===== src/rtl/uart_pkg.sv =====
// Shared UART types: parity encodings, TX/RX engine states, bit-counter sizing.
// Imported by uart_core and uart_fifo.
package uart_pkg;

  localparam int PAR_NONE = 0;
  localparam int PAR_ODD  = 1;
  localparam int PAR_EVEN = 2;

  typedef enum logic [2:0] {
    TX_IDLE, TX_START, TX_DATA, TX_PARITY, TX_STOP
  } tx_state_e;

  typedef enum logic [2:0] {
    RX_IDLE, RX_START, RX_DATA, RX_PARITY, RX_STOP
  } rx_state_e;

  function automatic int cnt_width(input int clks_per_bit);
    return (clks_per_bit < 2) ? 1 : $clog2(clks_per_bit);
  endfunction

endpackage


===== src/rtl/uart_fifo.sv =====
// Show-ahead FIFO with occupancy: head visible combinationally, pointers/level update on the push/pop edge.
// Push when full is accepted only alongside a pop; pop when empty only alongside a push (level unchanged).
module uart_fifo import uart_pkg::*; #(
  parameter int WIDTH = 8,
  parameter int DEPTH = 16
) (
  input  logic                   clk,
  input  logic                   rst_n,
  input  logic                   push,
  input  logic [WIDTH-1:0]       push_dat,
  input  logic                   pop,
  output logic [WIDTH-1:0]       head_dat,
  output logic                   full,
  output logic                   empty,
  output logic [$clog2(DEPTH):0] level
);

  localparam int AW = $clog2(DEPTH);
  localparam int LW = AW + 1;

  logic [WIDTH-1:0] mem_q [DEPTH];
  logic [AW-1:0]    wr_ptr_q, wr_ptr_d, rd_ptr_q, rd_ptr_d;
  logic [LW-1:0]    level_q, level_d;
  logic             push_ok, pop_ok;

  assign full     = (level_q == LW'(DEPTH));
  assign empty    = (level_q == '0);
  assign level    = level_q;
  // Gated so the head reads zero after reset without clearing the array.
  assign head_dat = empty ? '0 : mem_q[rd_ptr_q];

  always_comb begin
    push_ok  = push & (~full | pop);
    pop_ok   = pop & (~empty | push);
    wr_ptr_d = wr_ptr_q + AW'(push_ok);
    rd_ptr_d = rd_ptr_q + AW'(pop_ok);
    level_d  = level_q + LW'(push_ok) - LW'(pop_ok);
  end

  always_ff @(posedge clk) begin
    if (!rst_n) begin
      wr_ptr_q <= '0;
      rd_ptr_q <= '0;
      level_q  <= '0;
    end else begin
      wr_ptr_q <= wr_ptr_d;
      rd_ptr_q <= rd_ptr_d;
      level_q  <= level_d;
    end
  end

  always_ff @(posedge clk) begin
    if (push_ok) mem_q[wr_ptr_q] <= push_dat;
  end

endmodule


===== src/rtl/uart_core.sv =====
// UART controller: FIFO-buffered TX/RX serial engines with parity, stop bits and sticky error flags.
// TXD starts 2 cycles after WE on an idle engine; received words are pushed 1 cycle after the stop sample.
module uart_core import uart_pkg::*; #(
  parameter int CLKS_PER_BIT = 5208,
  parameter int DATA_BITS    = 8,
  parameter int FIFO_DEPTH   = 16,
  parameter int PARITY       = 0,
  parameter int STOP_BITS    = 1
) (
  input  logic                        CLOCK_50,
  input  logic                        rst_n,
  output logic                        UART_TXD,
  input  logic                        UART_RXD,
  input  logic                        WE,
  input  logic [DATA_BITS-1:0]        send_data,
  output logic                        tx_full,
  output logic [$clog2(FIFO_DEPTH):0] tx_level,
  input  logic                        RE,
  output logic [DATA_BITS-1:0]        receive_data,
  output logic                        rx_empty,
  output logic [$clog2(FIFO_DEPTH):0] rx_level,
  output logic                        tx_overflow,
  output logic                        rx_overrun,
  output logic                        rx_parity_err,
  output logic                        rx_frame_err,
  input  logic                        ERR_CLR
);

  localparam int             CW        = cnt_width(CLKS_PER_BIT);
  localparam logic [CW-1:0]  CNT_LAST  = CW'(CLKS_PER_BIT - 1);
  localparam logic [CW-1:0]  CNT_HALF  = CW'(CLKS_PER_BIT / 2 - 1);
  localparam logic [2:0]     DATA_LAST = 3'(DATA_BITS - 1);
  localparam logic [2:0]     STOP_LAST = 3'(STOP_BITS - 1);
  localparam logic           PAR_EN    = (PARITY != PAR_NONE);
  localparam logic           PAR_ODD_L = (PARITY == PAR_ODD);

  logic                 tx_pop, tx_empty, tx_load, tx_cnt_end;
  logic [DATA_BITS-1:0] tx_head;
  tx_state_e            tx_state_q, tx_state_d;
  logic [CW-1:0]        tx_cnt_q, tx_cnt_d;
  logic [2:0]           tx_idx_q, tx_idx_d;
  logic [DATA_BITS-1:0] tx_shift_q, tx_shift_d;
  logic                 tx_par_q, tx_par_d, txd_q, txd_d, tx_overflow_q, tx_overflow_d;

  uart_fifo #(.WIDTH(DATA_BITS), .DEPTH(FIFO_DEPTH)) u_tx_fifo (
    .clk(CLOCK_50), .rst_n(rst_n), .push(WE), .push_dat(send_data), .pop(tx_pop),
    .head_dat(tx_head), .full(tx_full), .empty(tx_empty), .level(tx_level)
  );

  always_comb begin
    tx_state_d = tx_state_q;
    tx_cnt_d   = tx_cnt_q;
    tx_idx_d   = tx_idx_q;
    tx_shift_d = tx_shift_q;
    tx_par_d   = tx_par_q;
    txd_d      = txd_q;
    tx_pop     = 1'b0;
    tx_cnt_end = (tx_cnt_q == CNT_LAST);
    tx_load    = 1'b0;
    if (tx_state_q != TX_IDLE) tx_cnt_d = tx_cnt_end ? '0 : tx_cnt_q + CW'(1);
    case (tx_state_q)
      TX_IDLE:  begin
        txd_d   = 1'b1;
        tx_load = ~tx_empty;
      end
      TX_START: if (tx_cnt_end) begin
        tx_state_d = TX_DATA;
        tx_idx_d   = '0;
        txd_d      = tx_shift_q[0];
      end
      TX_DATA:  if (tx_cnt_end) begin
        tx_shift_d = tx_shift_q >> 1;
        if (tx_idx_q == DATA_LAST) begin
          tx_state_d = PAR_EN ? TX_PARITY : TX_STOP;
          txd_d      = PAR_EN ? tx_par_q : 1'b1;
          tx_idx_d   = '0;
        end else begin
          tx_idx_d = tx_idx_q + 3'd1;
          txd_d    = tx_shift_q[1];
        end
      end
      TX_PARITY: if (tx_cnt_end) begin
        tx_state_d = TX_STOP;
        txd_d      = 1'b1;
        tx_idx_d   = '0;
      end
      TX_STOP:  if (tx_cnt_end) begin
        if (tx_idx_q == STOP_LAST) begin
          tx_state_d = TX_IDLE;
          txd_d      = 1'b1;
          tx_load    = ~tx_empty;
        end else begin
          tx_idx_d = tx_idx_q + 3'd1;
        end
      end
      default:  tx_state_d = TX_IDLE;
    endcase
    // Loading straight out of the last stop bit keeps back-to-back frames gapless.
    if (tx_load) begin
      tx_pop     = 1'b1;
      tx_shift_d = tx_head;
      tx_par_d   = (^tx_head) ^ PAR_ODD_L;
      txd_d      = 1'b0;
      tx_cnt_d   = '0;
      tx_state_d = TX_START;
    end
    tx_overflow_d = (tx_overflow_q & ~ERR_CLR) | (WE & tx_full & ~tx_pop);
  end

  logic                 rx_s1_q, rx_s2_q, rx_prev_q;
  rx_state_e            rx_state_q, rx_state_d;
  logic [CW-1:0]        rx_cnt_q, rx_cnt_d;
  logic [2:0]           rx_idx_q, rx_idx_d;
  logic [DATA_BITS-1:0] rx_shift_q, rx_shift_d;
  logic                 rx_par_q, rx_par_d, rx_stop_q, rx_stop_d, rx_fin_q, rx_fin_d;
  logic                 rx_overrun_q, rx_overrun_d, rx_parity_err_q, rx_parity_err_d;
  logic                 rx_frame_err_q, rx_frame_err_d;
  logic                 rx_sample, rx_par_bad, rx_push, rx_full;

  uart_fifo #(.WIDTH(DATA_BITS), .DEPTH(FIFO_DEPTH)) u_rx_fifo (
    .clk(CLOCK_50), .rst_n(rst_n), .push(rx_push), .push_dat(rx_shift_q), .pop(RE),
    .head_dat(receive_data), .full(rx_full), .empty(rx_empty), .level(rx_level)
  );

  always_comb begin
    rx_state_d = rx_state_q;
    rx_cnt_d   = rx_cnt_q;
    rx_idx_d   = rx_idx_q;
    rx_shift_d = rx_shift_q;
    rx_par_d   = rx_par_q;
    rx_stop_d  = rx_stop_q;
    rx_fin_d   = 1'b0;
    // Start bit is sampled at its midpoint; later bits a whole period after that.
    rx_sample  = (rx_state_q == RX_START) ? (rx_cnt_q == CNT_HALF) : (rx_cnt_q == CNT_LAST);
    if (rx_state_q != RX_IDLE) rx_cnt_d = rx_sample ? '0 : rx_cnt_q + CW'(1);
    case (rx_state_q)
      RX_IDLE:   if (rx_prev_q & ~rx_s2_q) rx_state_d = RX_START;
      RX_START:  if (rx_sample) begin
        rx_state_d = rx_s2_q ? RX_IDLE : RX_DATA;
        rx_idx_d   = '0;
      end
      RX_DATA:   if (rx_sample) begin
        rx_shift_d = {rx_s2_q, rx_shift_q[DATA_BITS-1:1]};
        if (rx_idx_q == DATA_LAST) rx_state_d = PAR_EN ? RX_PARITY : RX_STOP;
        else                       rx_idx_d   = rx_idx_q + 3'd1;
      end
      RX_PARITY: if (rx_sample) begin
        rx_par_d   = rx_s2_q;
        rx_state_d = RX_STOP;
      end
      RX_STOP:   if (rx_sample) begin
        rx_stop_d  = rx_s2_q;
        rx_fin_d   = 1'b1;
        rx_state_d = RX_IDLE;
      end
      default:   rx_state_d = RX_IDLE;
    endcase
    rx_par_bad      = PAR_EN && (((^rx_shift_q) ^ rx_par_q) != PAR_ODD_L);
    rx_push         = rx_fin_q & rx_stop_q & ~rx_par_bad & ~(rx_full & ~RE);
    rx_frame_err_d  = (rx_frame_err_q & ~ERR_CLR) | (rx_fin_q & ~rx_stop_q);
    rx_parity_err_d = (rx_parity_err_q & ~ERR_CLR) | (rx_fin_q & rx_stop_q & rx_par_bad);
    rx_overrun_d    = (rx_overrun_q & ~ERR_CLR)
                    | (rx_fin_q & rx_stop_q & ~rx_par_bad & rx_full & ~RE);
  end

  always_ff @(posedge CLOCK_50) begin
    if (!rst_n) begin
      tx_state_q      <= TX_IDLE;
      tx_cnt_q        <= '0;
      tx_idx_q        <= '0;
      tx_shift_q      <= '0;
      tx_par_q        <= 1'b0;
      txd_q           <= 1'b1;
      tx_overflow_q   <= 1'b0;
      rx_s1_q         <= 1'b1;
      rx_s2_q         <= 1'b1;
      rx_prev_q       <= 1'b1;
      rx_state_q      <= RX_IDLE;
      rx_cnt_q        <= '0;
      rx_idx_q        <= '0;
      rx_shift_q      <= '0;
      rx_par_q        <= 1'b0;
      rx_stop_q       <= 1'b1;
      rx_fin_q        <= 1'b0;
      rx_overrun_q    <= 1'b0;
      rx_parity_err_q <= 1'b0;
      rx_frame_err_q  <= 1'b0;
    end else begin
      tx_state_q      <= tx_state_d;
      tx_cnt_q        <= tx_cnt_d;
      tx_idx_q        <= tx_idx_d;
      tx_shift_q      <= tx_shift_d;
      tx_par_q        <= tx_par_d;
      txd_q           <= txd_d;
      tx_overflow_q   <= tx_overflow_d;
      rx_s1_q         <= UART_RXD;
      rx_s2_q         <= rx_s1_q;
      rx_prev_q       <= rx_s2_q;
      rx_state_q      <= rx_state_d;
      rx_cnt_q        <= rx_cnt_d;
      rx_idx_q        <= rx_idx_d;
      rx_shift_q      <= rx_shift_d;
      rx_par_q        <= rx_par_d;
      rx_stop_q       <= rx_stop_d;
      rx_fin_q        <= rx_fin_d;
      rx_overrun_q    <= rx_overrun_d;
      rx_parity_err_q <= rx_parity_err_d;
      rx_frame_err_q  <= rx_frame_err_d;
    end
  end

  assign UART_TXD      = txd_q;
  assign tx_overflow   = tx_overflow_q;
  assign rx_overrun    = rx_overrun_q;
  assign rx_parity_err = rx_parity_err_q;
  assign rx_frame_err  = rx_frame_err_q;

endmodule


===== config.mk =====
export PLATFORM = sky130hd
export DESIGN_NAME = uart_core
export DESIGN_NICKNAME = d
export VERILOG_FILES = /design/src/rtl/uart_pkg.sv /design/src/rtl/uart_fifo.sv /design/src/rtl/uart_core.sv
export SDC_FILE = /design/constraint.sdc
export NUM_CORES = 1
export LEC_CHECK = 0
export CAP_MARGIN = 20
export CORE_UTILIZATION = 40
export CTS_CLUSTER_SIZE = 24
export DETAILED_ROUTE_END_ITERATION = 10
export DONT_BUFFER_PORTS = 1
export GPL_ROUTABILITY_DRIVEN = 0
export PLACE_DENSITY = 0.51
export SYNTH_ARGS = -nofsm -noshare
export SYNTH_HDL_FRONTEND = slang
export SYNTH_SLANG_ARGS = --single-unit

===== constraint.sdc =====
create_clock -name CLOCK_50 -period 4.1 [get_ports CLOCK_50]
set_input_delay 0.615 -clock CLOCK_50 [delete_from_list [all_inputs] [get_ports CLOCK_50]]
set_output_delay 0.615 -clock CLOCK_50 [all_outputs]
set_load 0.01 [all_outputs]

==> impl_summary.md, run 1 <==
Hold path
The worst hold path begins at ERR_CLR. Counting instances, the worst hold path has a depth of 1. The path with the worst hold slack has its endpoint at rx_parity_err. The class of the worst hold path is primary input to flop.

Timing
Static timing analysis puts the maximum clock frequency at between 200 and 300 MHz. The final period demand of the worst path is roughly 3600 ps. The final sum of negative setup slack is 0 ps. The share of the clock period used by the worst path is 0.880.

Clock skew on the completed layout was measured at ~13 ps. At the pin with the least slew margin, the transition time is approximately 1100 ps. After layout, the worst setup slack is roughly 490 ps. The number of failing hold endpoints at the final stage is 0. Measured against its own limit, the worst slew margin works out to 0.287. Setup violations remaining at the end of the flow were counted as 0. Setup repair after global routing left no endpoint under its margin. The count of pins over their slew limit is 0.

Power and ir drop
Cell internal power was estimated by the tool at approximately 6.7 mW. The net switching power figure is 2.42 mW. The clock network fraction of total power is 0.367. The switching share of power is 0.265. The share of total power dissipated in sequential elements is 0.456. The power density over the cells is 569 nW/um2. Summed over all cells, the static leakage comes to roughly 5.2 nW. Of the total power, combinational logic draws 0.177. The maximum VDD drop is between 0.3 and 0.4 mV.

Synthesis
The number of warnings printed during yosys synthesis is 0. The sequential element share of the synthesized area is 0.669. The synthesized-area fraction occupied by ao, oa, aoi and oai cells was 0.0372.

The cell area that synthesis handed to floorplanning was 14200 um2. By instance count, the leading cell after synthesis is edfxtp_1. The post-synthesis share of cell area spent on xor and xnor gates is 0.0210. Of all cell types, the one taking the most synthesized area is edfxtp_1.

The fraction of synthesized area in multiplexers is 0.126. The number of storage elements in the synthesis netlist is roughly 350. The share of the synthesized area in the top cell type is 0.542. Among all flip-flop cells after synthesis, the most frequent one is edfxtp_1. By area, the combinational part of the netlist is dominated by multiplexers. By area the synthesized netlist is led by edfxtp_1, dfxtp_1, mux4_2. Sorting the synthesized cells by how often they occur yields edfxtp_1, nor2_1, dfxtp_1. The cell count after synthesis is between 900 and 1000.

The post-synthesis async set-or-reset flop share is 0. The synthesized net count is slightly below 1000. The share of synthesized cell area in full adder, half adder and majority cells is 0.0267. Counting flops with a built-in enable in the synthesized netlist gives around 260.

Yosys mapped the design onto 63 distinct sky130hd cell types. The mean cell area of the mapped netlist is between 15 and 20 um2. The share of synthesized cell area in and, or, nand and nor gates is 0.102.

Run
Across the run, the number of max-cap violations was 0.

Critical path
In this run the critical register-to-register path is captured at u_rx_fifo.level[4]. The number of cells on the worst reg-to-reg path is 13. The worst register-to-register path has a setup slack of between 400 and 500 ps. At the worst endpoint, the required time is roughly 4500 ps. The most numerous cell type found on the critical path is ha_1. The worst setup path is captured at a flop. On the worst path, the slowest cell contributes a delay of 790 ps. STA classifies the critical path startpoint as a flop. The dominant delay contributor by cell family on the critical path is simple AND/OR/NAND/NOR gates. The highest fanout seen on the critical path is 10. The critical path contains buffers and inverters numbering 2 combined.

The arrival time reported for the critical path endpoint is between 4000 and 5000 ps. The critical path is of the flop to flop type. The highest-delay cell along the critical path is nor2_1. The signal on the critical path passes through inv_1 > ha_1 > nand2_1 > nor2_1 > a21boi_0 > ha_1 > inv_1 > ha_1 > fa_1 > a21oi_1 > nor2_1 > or3_1 > a21oi_1. In this run the critical register-to-register path is launched from u_rx_fifo.level[3].

Drt
The first detailed-routing pass ran for 5 iterations. The post-detailed-route DRC marker count is 0. After detailed routing, the average wire length per cell comes to between 15 and 20 um. The detail route stage leaves a number of antenna-violating nets equal to 0. For this block, the routed nets add up to ~28000 um of wire. The via density per instance is approximately 5.2. The routed layout has between 7000 and 8000 vias. After the first detailed-routing iteration, the DRC count stood at 480.

Die
The top-level I/O count is 39. The number of cell rows is 68. The die height is about 190 um. The floorplan step set the die width to ~190 um.

The starting density of the core is 0.408. The area of the core is roughly 35000 um2. The die area is ~36000 um2.

Placement
Buffers placed on the I/O ports in this run total 0. Summing all placed instances gives a cell area of roughly 15000 um2. The pre-CTS setup slack is between 300 and 400 ps.

After detailed placement, the design holds a cell count of roughly 1400. The placed wire-length estimate is between 15000 and 20000 um.

GRT
The total routing usage reported by global routing is 0.160. The number of antenna violations at the first check in global routing is 0. Entering global routing, the biggest net connects 37 pins. The wire length of the first global-routing pass is approximately 44000 um.

The number of global-route vias before repair is between 7000 and 8000. The remaining global-route overflow is 0.

Final layout
Counting the fill cells in the layout gives about 3100. The number of antenna diodes in the final layout is 0. The final-stage net count is 989.

Once layout is complete, the utilization of the core stands at 0.461. In the final layout, the share of cells above drive strength 1 is 0.179. From synthesis to final layout, the design area changed by 13.0%. The post-layout instance count excluding filler cells is 1431.

The area of all placed cells without fillers is ~16000 um2.

CTS
The clock slew seen by the registers of the worst setup and hold paths is roughly 60 ps. TritonCTS created 39 clock buffers. The buffer type at the clock tree root is clkbuf_16. The clock latency at the later pin of the worst-skew pair is approximately 530 ps. The number of clock sinks seen by CTS is between 300 and 400.

The post-cts sizing count is 0. TritonCTS built the clock tree. The maximum clock insertion buffer count is 3. The number of hold-repair buffers added at the cts stage is 0. The number of post-CTS setup repair buffers is 0.

CTS built an H-tree with a depth of 2.

Outcome
The flow ran to the end, and the final reports show no timing, DRC or antenna violations.
-- how the worst max path moves through the flow --
stage,from,endpoint,slack [ps],cells after the start
after global placement,u_rx_fifo.level[3],u_rx_fifo.level[4],470,13
after detailed placement,u_rx_fifo.level[3],u_rx_fifo.level[4],390,13
final,u_rx_fifo.level[3],u_rx_fifo.level[4],490,13
after CTS,u_rx_fifo.level[3],u_rx_fifo.level[4],360,13
after global routing,u_rx_fifo.level[3],u_rx_fifo.level[4],190,13
after floorplan,tx_cnt_q[7],u_tx_fifo.level[4],920,14
-- layer usage --
layer | vias to the layer above | wire, um | track usage | share of wire
met5 | - | 0 | 0 | 0
met4 | 0 | 454 | 0.0440 | 0.016
met3 | 35 | 851 | 0.0276 | 0.031
met2 | 98 | 13900 | 0.273 | 0.50
met1 | 3685 | 12700 | 0.209 | 0.46
li1 | 3555 | - | - | -
-- state kept, by name (all words and copies together) (netlist names), 3 cells and up --
name / cells
tx_cnt_q: 13
rx_cnt_q: 13
u_tx_fifo.mem_q: 128
u_rx_fifo.wr_ptr_q: 4
rx_idx_q: 3
u_rx_fifo.rd_ptr_q: 4
u_tx_fifo.rd_ptr_q: 4
u_tx_fifo.level: 5
rx_state_q: 3
tx_shift_q: 8
tx_state_q: 3
rx_shift_q: 8
tx_idx_q: 3
u_tx_fifo.wr_ptr_q: 4
u_rx_fifo.mem_q: 128
u_rx_fifo.level: 5
-- per-stage QoR --
| stage | hold WS [ps] | power [mW] |
|---|---|---|
| 2_1_floorplan | 386 | 5.44 |
| 3_3_place_gp | 447 | 5.87 |
| 3_5_place_dp | 446 | 5.88 |
| 4_1_cts | 130 | 9.25 |
| 5_1_grt | 142 | 9.55 |
| 6_report | 155 | 9.11 |
-- cells in the final DEF (no fill, tap or decap), types with 14 or more instances in the layout --
cell / count
mux2i_1: 17
xnor2_1: 14
a21oi_1: 22
buf_4: 24
inv_1: 24
xor2_1: 20
edfxtp_1: 256
nor3_1: 18
mux4_2: 70
dfxtp_1: 87
nor2b_1: 14
nor2_1: 101
clkbuf_16: 39
nand2_1: 40
ha_1: 27
nand2b_1: 17
nand3_1: 30
-- power by group through the flow --
stage,registers [mW],logic (mW),clock network (mW)
2_1_floorplan,4.05,1.39,0
3_3_place_gp,4.24,1.63,0
3_5_place_dp,4.24,1.64,0
4_1_cts,4.17,1.64,3.44
5_1_grt,4.19,1.79,3.57
6_report,4.15,1.61,3.35
-- cell families after synthesis --
group,count (synthesis)
multiplexers,90
XOR/XNOR,34
AND/OR/NAND/NOR,283
AO/OA/AOI/OAI,73
flip-flops,346
adder cells (fa/ha/maj),29
buffers and inverters,66
-- final cells by class --
cell class | count | area, um2 | area share
inverter | 25 | 93.8 | 0.00586
clock inverter | 22 | 189 | 0.0118
tap | 455 | 569 | 0.0356
clock buffer | 49 | 1040 | 0.0652
timing repair buffer | 25 | 200 | 0.0125
multi-input combinational | 509 | 4420 | 0.276
sequential | 346 | 9490 | 0.593
(Power assumes the default switching activity.)
==> run 2, diff against run 1 <==
--- a/config.mk
+++ b/config.mk
@@ -7,6 +7,7 @@
 export LEC_CHECK = 0
 export CAP_MARGIN = 20
 export CORE_UTILIZATION = 40
+export CTS_CLUSTER_DIAMETER = 150
 export CTS_CLUSTER_SIZE = 24
 export DETAILED_ROUTE_END_ITERATION = 10
 export DONT_BUFFER_PORTS = 1
==> constraint.sdc (replaced) <==
create_clock -name CLOCK_50 -period 4 [get_ports CLOCK_50]
set_input_delay 0.6 -clock CLOCK_50 [delete_from_list [all_inputs] [get_ports CLOCK_50]]
set_output_delay 0.6 -clock CLOCK_50 [all_outputs]
set_load 0.01 [all_outputs]
==> impl_summary.md, run 2 (synthesis gave the netlist of run 1 again) <==
Die
The starting density of the core is 0.408 (unchanged). The number of cell rows is 68 (unchanged). The horizontal die dimension is 190 um (unchanged). The area of the core is 34700 um2 (unchanged). The top-level I/O count was 39 (unchanged). The die area is 36200 um2 (unchanged).

The die height was 190 um (unchanged).

Timing
The final period demand of the worst path is 3510 ps (was 3610 ps). The count of pins over their slew limit is 0 (unchanged). The number of setup violations in the final report is 0 (unchanged).

The maximum clock frequency was 285 MHz (was 277 MHz). The final sum of negative setup slack is 0 ps (unchanged). The share of the clock period used by the worst path came to 0.878 (was 0.880). The worst hold slack after final layout came to 135 ps (was 155 ps). The actual transition at the worst max-transition pin is 985 ps (was 1070 ps). The headroom to the max-slew limit is 0.341 (was 0.287).

The setup slack of the critical path after layout is 486 ps (was 491 ps). Unrepaired setup endpoints after global routing: no (unchanged). The final clock skew is 23.6 ps (was 13.4 ps). The number of failing hold endpoints at the final stage came to 0 (unchanged).

CTS
The number of hold-repair buffers added at the cts stage came to 0 (unchanged). The clock latency at the later pin of the worst-skew pair is 520 ps (was 530 ps). The buffer type at the clock tree root is clkbuf_16 (unchanged). The level count of the clock H-tree is 1 (was 2). The clock tree from TritonCTS is built (unchanged). The maximum clock insertion buffer count is 3 (unchanged). The number of post-CTS setup repair buffers was 0 (unchanged).

The number of clock sinks seen by CTS is 346 (unchanged). The clock slew seen by the registers of the worst setup and hold paths was 100 ps (was 60 ps). The post-cts sizing count came to 0 (unchanged). The number of buffers created by CTS came to 18 (was 39).

Power and ir drop
The total power draw was 7.91 mW (was 9.11 mW). The proportion of power drawn by combinational gates came to 0.214 (was 0.177). The leakage component of the power is 4.92 nW (was 5.25 nW).

The maximum VDD drop is 0.330 mV (was 0.327 mV). The switching share of power is 0.278 (was 0.265). The clock network fraction of total power is 0.257 (was 0.367). The net switching power figure is 2.20 mW (was 2.42 mW). The register share of total power was 0.529 (was 0.456).

The cell-internal power is 5.71 mW (was 6.70 mW). The power density over the cells is 516 nW/um2 (was 569 nW/um2).

Critical path
The dominant delay contributor by cell family on the critical path is simple AND/OR/NAND/NOR gates (unchanged). The highest-delay cell along the critical path is nor2_1 (unchanged). The arrival time reported for the critical path endpoint is 3970 ps (was 4050 ps). The class of the most critical setup path was flop to flop (unchanged).

The worst path buffer plus inverter count came to 2 (unchanged). The cell repeated most along the worst path is ha_1 (unchanged). The required arrival time at the worst endpoint is 4460 ps (was 4540 ps). Ordered cell list for the critical path: inv_1 > ha_1 > nand2_1 > nor2_1 > a21boi_0 > ha_1 > inv_1 > ha_1 > fa_1 > a21oi_1 > nor2_1 > or3_1 > a21oi_1 (unchanged). The endpoint class of the critical path was a flop (unchanged). The startpoint type of the worst setup path is a flop (unchanged). The highest fanout seen on the critical path is 10 (unchanged). The delay of the slowest cell on the worst path came to 740 ps (was 790 ps).

Hold path
The class of the worst hold path was primary input to flop (unchanged).

Drt
The total vias in the final route is 7179 (was 7373). The remaining antenna violation count is 0 (unchanged). The detail-routed net length per standard cell is 19.5 um (about the same). The post-detailed-route DRC marker count is 0 (unchanged). The total detailed-routing wirelength is 27300 um (was 27900 um).

The via density per instance came to 5.14 (was 5.15). The number of detailed-route iterations in the first pass was 5 (unchanged). The DRC violation total after the first TritonRoute iteration is 481 (was 480).

Final layout
The layout filler cell count is 3108 (was 3072). The signed area change from the synthesized netlist to the final layout was 8.23% (was 13.0%). The number of antenna cells inserted is 0 (unchanged). Regs by FF count: u_rx_fifo.mem_q x128, u_tx_fifo.mem_q x128 (unchanged). The most frequent standard cell in the layout excluding fill and tap cells is edfxtp_1 (unchanged). Most frequent cells in the layout: edfxtp_1, nor2_1, dfxtp_1 (unchanged). The ratio of cells with drive above 1 in the final layout is 0.152 (was 0.179).

The final-stage net count is 973 (was 989).

GRT
The wire length of the first global-routing pass is 43200 um (was 44100 um). The pin count of the biggest net entering global routing is 37 (unchanged). The remaining global-route overflow came to 0 (unchanged). The total routing usage reported by global routing came to 0.156 (was 0.160). The number of global-route vias before repair is 7453 (was 7601). The number of antenna violations at the first check in global routing is 0 (unchanged).

Placement
The placed wire-length estimate is 18300 um (was 18600 um). The number of I/O port buffers is 0 (unchanged). The pre-CTS setup slack came to 383 ps (was 388 ps).

Outcome
Status: finished, final reports clean (unchanged).

Run
The number of violations of the max-capacitance limit is 0 (unchanged).
run 2: cell count changes in the layout (fill, tap and decap cells not counted), sizes merged:
| cell | delta |
|---|---|
| buf | +5 |
| bufinv | -3 |
| clkbuf | -18 |
| clkinv | -15 |
| clkinvlp | -1 |
| inv | -2 |
run 2: stage by stage:
stage / cell area [um2] / cells / util
final: 15300 / 1397 / 0.442
after global routing: 15300 / 1397 / 0.442
after CTS: 15300 / 1397 / 0.442
after detailed placement: 14800 / 1365 / 0.426
after global placement: 14800 / 1365 / 0.426
after floorplan: 14200 / 921 / -
run 2: worst paths after layout:
check | startpoint | slack (ps) | endpoint | cells after the start
setup reg to reg | u_rx_fifo.level[3] | 490 | u_rx_fifo.level[4] | 13
hold / removal | ERR_CLR | 140 | rx_parity_err | 1
setup / recovery | u_rx_fifo.level[3] | 490 | u_rx_fifo.level[4] | 13
hold reg to reg | rx_s1_q | 450 | rx_s2_q | 1
run 2: layout make-up:
cell class	count	area (um2)	share of cell area
repair buffers	30	225	0.0147
inverters	25	93.8	0.00612
clock buffers	31	520	0.0339
clock inverters	1	16.3	0.00106
multi-input cells	509	4420	0.288
well taps	455	569	0.0371
flip-flops and latches	346	9490	0.619
run 2: worst reg2reg max path: cells and delay by family, from the launching register on:
kind            cells  cell delay, ps
compound gates      3             590
fa+ha+maj           4            1150
buf+inv             2             140
flops               1             390
simple gates        4            1190
run 2: metal layers:
layer	vias up	GRT usage	share of wire
met5	-	0	0
met4	0	0.0342	0.018
met3	25	0.0171	0.024
met2	72	0.271	0.49
met1	3582	0.211	0.46
li1	3500	-	-
run 2: power groups by stage:
stage                     logic, mW  clock network, mW  registers [mW]
final                          1.69               2.03            4.18
after global routing           1.90               2.22            4.21
after CTS                      1.74               2.11            4.19
after detailed placement       1.73                  0            4.27
after global placement         1.74                  0            4.27
after floorplan                1.42                  0            4.15
